===== src/rtl/aes_round_ctrl.sv =====
// AES-128 round sequencer: drives the shared addroundkey unit and the round-transform
// unit through one encryption (ARK, then NR x {RT, ARK}) with per-step timeout.
module aes_round_ctrl #(
  parameter int NR       = 10,
  parameter int WAIT_MAX = 15
) (
  input  logic         clk,
  input  logic         rst,
  input  logic         start,
  input  logic [127:0] block_in,
  output logic         busy,
  output logic         done,
  output logic         err,
  output logic [127:0] block_out,
  output logic         ark_start,
  output logic [127:0] ark_state,
  output logic [3:0]   ark_round,
  input  logic [127:0] ark_result,
  input  logic         ark_finish,
  output logic         rt_start,
  output logic [127:0] rt_state,
  output logic         rt_last,
  input  logic [127:0] rt_result,
  input  logic         rt_finish
);

  localparam int WW = $clog2(WAIT_MAX + 1);

  localparam logic [2:0] S_IDLE      = 3'd0;
  localparam logic [2:0] S_ARK_ISSUE = 3'd1;
  localparam logic [2:0] S_ARK_WAIT  = 3'd2;
  localparam logic [2:0] S_RT_ISSUE  = 3'd3;
  localparam logic [2:0] S_RT_WAIT   = 3'd4;
  localparam logic [2:0] S_DONE      = 3'd5;

  localparam logic [3:0]    LAST_ROUND = 4'(NR);
  localparam logic [WW-1:0] WAIT_LAST  = WW'(WAIT_MAX - 1);
  localparam logic [WW-1:0] WAIT_ONE   = WW'(1);

  logic [2:0]    state_q, state_d;
  logic [3:0]    round_q, round_d;
  logic [WW-1:0] wait_q, wait_d;
  logic [127:0]  data_q, data_d;
  logic [127:0]  block_out_q, block_out_d;
  logic          err_q, err_d;

  always_comb begin
    state_d     = state_q;
    round_d     = round_q;
    wait_d      = wait_q;
    data_d      = data_q;
    block_out_d = block_out_q;
    err_d       = 1'b0;
    case (state_q)
      S_IDLE: begin
        if (start) begin
          data_d  = block_in;
          round_d = 4'd0;
          state_d = S_ARK_ISSUE;
        end
      end
      S_ARK_ISSUE: begin
        wait_d  = '0;
        state_d = S_ARK_WAIT;
      end
      S_ARK_WAIT: begin
        // A finish on the final wait cycle still wins over the timeout.
        if (ark_finish) begin
          data_d = ark_result;
          if (round_q == LAST_ROUND) begin
            // Load the output register here so block_out is valid during the done pulse.
            block_out_d = ark_result;
            state_d     = S_DONE;
          end else begin
            round_d = round_q + 4'd1;
            state_d = S_RT_ISSUE;
          end
        end else if (wait_q == WAIT_LAST) begin
          err_d   = 1'b1;
          state_d = S_IDLE;
        end else begin
          wait_d = wait_q + WAIT_ONE;
        end
      end
      S_RT_ISSUE: begin
        wait_d  = '0;
        state_d = S_RT_WAIT;
      end
      S_RT_WAIT: begin
        if (rt_finish) begin
          data_d  = rt_result;
          state_d = S_ARK_ISSUE;
        end else if (wait_q == WAIT_LAST) begin
          err_d   = 1'b1;
          state_d = S_IDLE;
        end else begin
          wait_d = wait_q + WAIT_ONE;
        end
      end
      S_DONE: begin
        state_d = S_IDLE;
      end
      default: begin
        state_d = S_IDLE;
      end
    endcase
  end

  always_ff @(posedge clk) begin
    if (!rst) begin
      state_q     <= S_IDLE;
      round_q     <= 4'd0;
      wait_q      <= '0;
      data_q      <= '0;
      block_out_q <= '0;
      err_q       <= 1'b0;
    end else begin
      state_q     <= state_d;
      round_q     <= round_d;
      wait_q      <= wait_d;
      data_q      <= data_d;
      block_out_q <= block_out_d;
      err_q       <= err_d;
    end
  end

  assign busy      = (state_q != S_IDLE);
  assign done      = (state_q == S_DONE);
  assign err       = err_q;
  assign block_out = block_out_q;
  assign ark_start = (state_q == S_ARK_ISSUE);
  assign ark_state = data_q;
  assign ark_round = round_q;
  assign rt_start  = (state_q == S_RT_ISSUE);
  assign rt_state  = data_q;
  assign rt_last   = ((state_q == S_RT_ISSUE) || (state_q == S_RT_WAIT)) && (round_q == LAST_ROUND);

endmodule


===== config.mk =====
export PLATFORM = sky130hd
export DESIGN_NAME = aes_round_ctrl
export DESIGN_NICKNAME = d
export VERILOG_FILES = /design/src/rtl/aes_round_ctrl.sv
export SDC_FILE = /design/constraint.sdc
export NUM_CORES = 1
export LEC_CHECK = 0
export BUFFER_PORTS_ARGS = -buffer_cell sky130_fd_sc_hd__buf_4
export CAP_MARGIN = 20
export CORE_AREA = 2 2 303 305
export CTS_CLUSTER_DIAMETER = 40
export DETAILED_ROUTE_END_ITERATION = 12
export DIE_AREA = 0 0 305 307
export PLACE_DENSITY = 0.37
export SKIP_CTS_REPAIR_TIMING = 1
export SLEW_MARGIN = 30
export SYNTH_ARGS = -nofsm -noshare
export SYNTH_HDL_FRONTEND = slang
export SYNTH_SLANG_ARGS = --single-unit
export TNS_END_PERCENT = 30

===== constraint.sdc =====
create_clock -name clk -period 2.15 [get_ports clk]
set_input_delay 0.645 -clock clk [delete_from_list [all_inputs] [get_ports clk]]
set_output_delay 0.645 -clock clk [all_outputs]
set_load 0.01 [all_outputs]

Word-level counts from Yosys, hierarchy flattened
Index checks and enable logic that the tools add are counted.
{"block": "classes", "reduce_logical": 12, "n_mux": 22, "eq_ne": 13, "n_addsub": 2}
{"op": "two-way mux 128 bit", "n": 3}
{"op": "case mux 128 bit (3 select lines)", "n": 1}
{"op": "two-way mux 4 bit", "n": 6}
{"op": "two-way mux 3 bit", "n": 5}
{"op": "case mux 3 bit (5 select lines)", "n": 1}
{"op": "inequality test 2 bit (second input constant)", "n": 6}
{"op": "case mux 4 bit (3 select lines)", "n": 1}
{"op": "nonzero test 3 bit", "n": 3}
{"op": "adder 4 x 1 -> 4 bit (second input constant)", "n": 2}
{"op": "equality test 4 bit (second input constant)", "n": 2}
{"op": "case mux 4 bit (2 select lines)", "n": 1}
{"op": "AND reduction 4 bit", "n": 2}
{"op": "equality test 3 x 2 -> 1 bit (second input constant)", "n": 2}
{"op": "equality test 3 bit (second input constant)", "n": 2}
{"op": "AND reduction 3 bit", "n": 2}
{"op": "equality test 3 x 1 -> 1 bit (second input constant)", "n": 1}
{"op": "logical NOT 3 bit", "n": 1}
{"op": "two-way mux 1 bit", "n": 3}
{"op": "case mux 1 bit (2 select lines)", "n": 1}
{"op": "nonzero test 2 bit", "n": 1}
{"op": "OR reduction 2 bit", "n": 1}
{"op": "logical AND 1 bit", "n": 1}
{"op": "logical OR 1 bit", "n": 1}
{"block": "totals", "ff_bits": 268, "word_cells": 55, "out_inout_bits": 394, "input_bits": 389}

Logic depth before layout (Yosys ltp)
{"block": "depth", "word_depth": 4, "ltp_mapped": 8, "mapped_depth_nobuf": 6}

Worst setup path before layout
No wires, ideal clock.
{"block": "synth_path", "path_kind": "reg2out", "from": "reg state_q[1]", "to": "out rt_last", "t_arrival_ns": 1.375, "path_slack_ns": 0.130, "n_path_buf": 4, "required_ns": 1.505, "path_stages_with_launch": 8, "cell_sequence": "dfxtp_1 -> buf_4 -> buf_4 -> buf_6 -> buf_2 -> nor2_1 -> nand2_1 -> a21oi_1"}
{"block": "synth_between", "elab_chain_cells": 3, "elab_cells_between_ends": 4, "cone_classes": "eq/ne (2); reduce/logical (2)"}
{"element": "start, declared", "line": "40", "source": "logic [2:0] state_q, state_d;"}
{"element": "start signal, assigned", "line": "118", "source": "state_q <= state_d;"}
{"element": "equality test 3 x 2 -> 1 bit / equality test 3 bit (equally long branches)", "line": "136", "source": "assign rt_last = ((state_q == S_RT_ISSUE) || (state_q == S_RT_WAIT)) && (round_q == LAST_ROUND);"}
{"element": "logical OR 1 bit *", "line": "136"}
{"element": "logical AND 1 bit *", "line": "136"}
{"element": "end, declared", "line": "22", "source": "output logic rt_last,"}
Every way passes the cells marked *; elsewhere a longest branch is shown, timed or not.

Worst setup path in the final report
{"block": "layout_path", "from": "reg state_q[2]", "to": "out busy"}
{"block": "layout_between", "elab_chain_cells": 1}
{"element": "nonzero test 3 bit", "line": "127", "source": "assign busy = (state_q != S_IDLE);"}
{"element": "end, declared", "line": "11", "source": "output logic busy,"}
No other way between the ends.

==> impl_metrics.toml <==
[sta]
setup_viol = 5
fmax_mhz = 438
finClkSkew_ns = 0.0248
hold_violations = 0
rsz0062_at_grt = "true"
tightest_slew_ns = 0.628
finalMaxSlewViolations = 0
post-route-period-util_pct = 106
fin_ws_ns = -0.134
fin_crit_ns = 2.28
whs_ns = 0.284
fin_setup_tns_ns = -0.329
slew_headroom_pct = 57.1

[logic_synthesis]
async_flop_share_pct = 0
synth-seq-cells = 268
synth_warnings = 0
synth_edf_count = 0
synth_nets = 2501
netlist_instances = 2108
syn_area_per_cell_um2 = 7.94
synth-main-ff-cell = "dfxtp_1"
seq_area_frac_synth_pct = 32.0
netlist_area_um2 = 16700
ys_types = 44

[final_layout]
syn2layout_area_growth_pct = 57.1
utilization_pct = 29.0
fill_cells = 9742
drive_above_1_share_pct = 42.2
final_nets = 3106

[floorplanning]
pin_count = 783
die_y_um = 307
start_util_pct = 18.5
fp-row-count = 111
die_area_um2 = 93600
core-area_um2 = 90700
dieWidth_um = 305

[cts]
numCtsBuffers = 77
htreeDepth = 3
cts.sinks = 268
clkTransAtPathRegs_ns = 0.04
cts.path.max_buffers = 3
cts_root_buffer = "clkbuf_16"
tritoncts = "yes"
insertion_delay_ns = 0.61

[flow_run]
maxCapViolCount = 0

[status]
outcome = "finished with violations"
violations = "negative setup slack"

[hold_path]
hp-class = "input pin to register"

[route]
vias_per_cell = 4.45
drt_iter0_markers = 820
wl_um = 79200
remaining_drc_errors = 0
ant_nets = 0
wl_per_cell_um = 20.0
firstDrtPassIters = 5
num_vias = 17616

[power]
p_leak_nw = 11.2
powerDensity_nw_per_um2 = 828
power.switching_mw = 5.62
worst_ir_drop_vdd_v = 0.000522
switching_share_pct = 25.8
internal_power_mw = 16.1
pwr-share-clk_pct = 57.7
combPwrFrac_pct = 16.9
pwr-share-seq_pct = 25.3

[global_routing]
antenna_found_initial = 2
grt_pass1_wl_um = 113000
first_global_vias = 17400
gr-total-overflow = 0
grt_max_degree = 102
grt_use_total_pct = 15.8

[setup_path]
end_kind = "output pin"
crit_type = "register to output pin"
cp_max_fo = 8
arrival_ns = 1.64
cp-start-kind = "register"
worstPathRequired_ns = 1.50

[placed_design]
portBuffers = 782
place_ws_ns = -0.0338
gp_congestion = 0.832
hpwl_um = 59200
==> routing by layer <==
metal / GRT usage [%] / share of wire [%]
met3: 4.02 / 5.2
met4: 4.42 / 1.9
met1: 18.3 / 41
met2: 28.8 / 52
met5: 0 / 0.016
==> synth_stat cells (all sizes together), types with 3 or more instances <==
cell / number / share of area, %
a21bo: 127 / 7.6
a21oi: 259 / 7.8
and3b: 129 / 6.7
buf: 181 / 7.4
clkbuf: 177 / 4.0
dfxtp: 268 / 32
ha: 4 / 0.30
inv: 6 / 0.13
mux2i: 3 / 0.18
nand2: 263 / 5.9
nand4: 3 / 0.11
nor2: 11 / 0.25
nor2b: 130 / 4.9
nor3: 3 / 0.090
nor3b: 127 / 5.7
o21ai: 131 / 3.9
o32ai: 127 / 6.6
or3: 131 / 4.9
==> through the flow <==
step	cell area (um^2)	std cells	power, mW
after floorplan	16700	2108	7.50
after global placement	23200	3798	9.21
after detailed placement	23200	3798	9.25
after CTS	26000	3933	22.1
after global routing	26300	3955	22.7
final	26300	3958	21.8
==> area by class of cell <==
| class | instances | area, um^2 | share of cell area (%) |
|---|---|---|---|
| multi-input cells | 1476 | 9520 | 36.2 |
| repair buffers | 884 | 7040 | 26.8 |
| flip-flops and latches | 268 | 5390 | 20.5 |
| clock buffers | 97 | 2180 | 8.30 |
| well taps | 1186 | 1480 | 5.64 |
| clock inverters | 38 | 652 | 2.48 |
| inverters | 6 | 36.3 | 0.138 |
| diodes | 3 | 7.51 | 0.0285 |
==> power by group through the flow <==
stage | clock network (mW) | logic, mW | registers (mW)
2_1_floorplan | 0 | 1.95 | 5.55
3_3_place_gp | 0 | 3.60 | 5.62
3_5_place_dp | 0 | 3.62 | 5.63
4_1_cts | 12.9 | 3.63 | 5.54
5_1_grt | 13.1 | 4.01 | 5.54
6_report | 12.6 | 3.68 | 5.52
==> flip-flops by register name (all words and copies together) (netlist names) <==
signal,flops
err,1
state_q,3
ark_round,4
wait_q,4
ark_state,128
block_out,128
==> worst max-delay path: stages (launching register included) <==
cell     delay, ns
dfxtp_4       0.38
buf_12        0.14
or3_4         0.37
buf_6         0.14
==> logic make-up (layout without fill, tap and decap cells) <==
| family | count (synthesis) | count (layout) | synth area share (%) |
|---|---|---|---|
| DFF | 268 | 268 | 32.0 |
| adders and majority gates | 4 | 4 | 0.299 |
| and+or+nand+nor | 809 | 809 | 29.1 |
| other | 0 | 3 | 0 |
| muxes | 5 | 5 | 0.314 |
| AOI/OAI and AO/OA | 656 | 656 | 26.7 |
| xor gates and xnor gates | 2 | 2 | 0.105 |
| buffers and inverters | 364 | 1025 | 11.5 |
==> worst paths after layout <==
kind,slack (ns),cells past startpoint,from,end
max,-0.13,3,state_q[2],busy
min,0.28,3,ark_result[1],block_out[1]
max reg2reg,0.14,7,state_q[1],ark_state[76]
min reg2reg,0.45,2,block_out[92],block_out[92]
==> cell usage in the layout (no fill, tap or decap), drive strengths merged, types with 129 or more instances in the layout <==
master / synthesis / routed
and3b: 129 / 129
nor2b: 130 / 130
nand2: 263 / 263
buf: 181 / 881
o21ai: 131 / 131
dfxtp: 268 / 268
or3: 131 / 131
a21oi: 259 / 259
(Power assumes the default switching activity.)
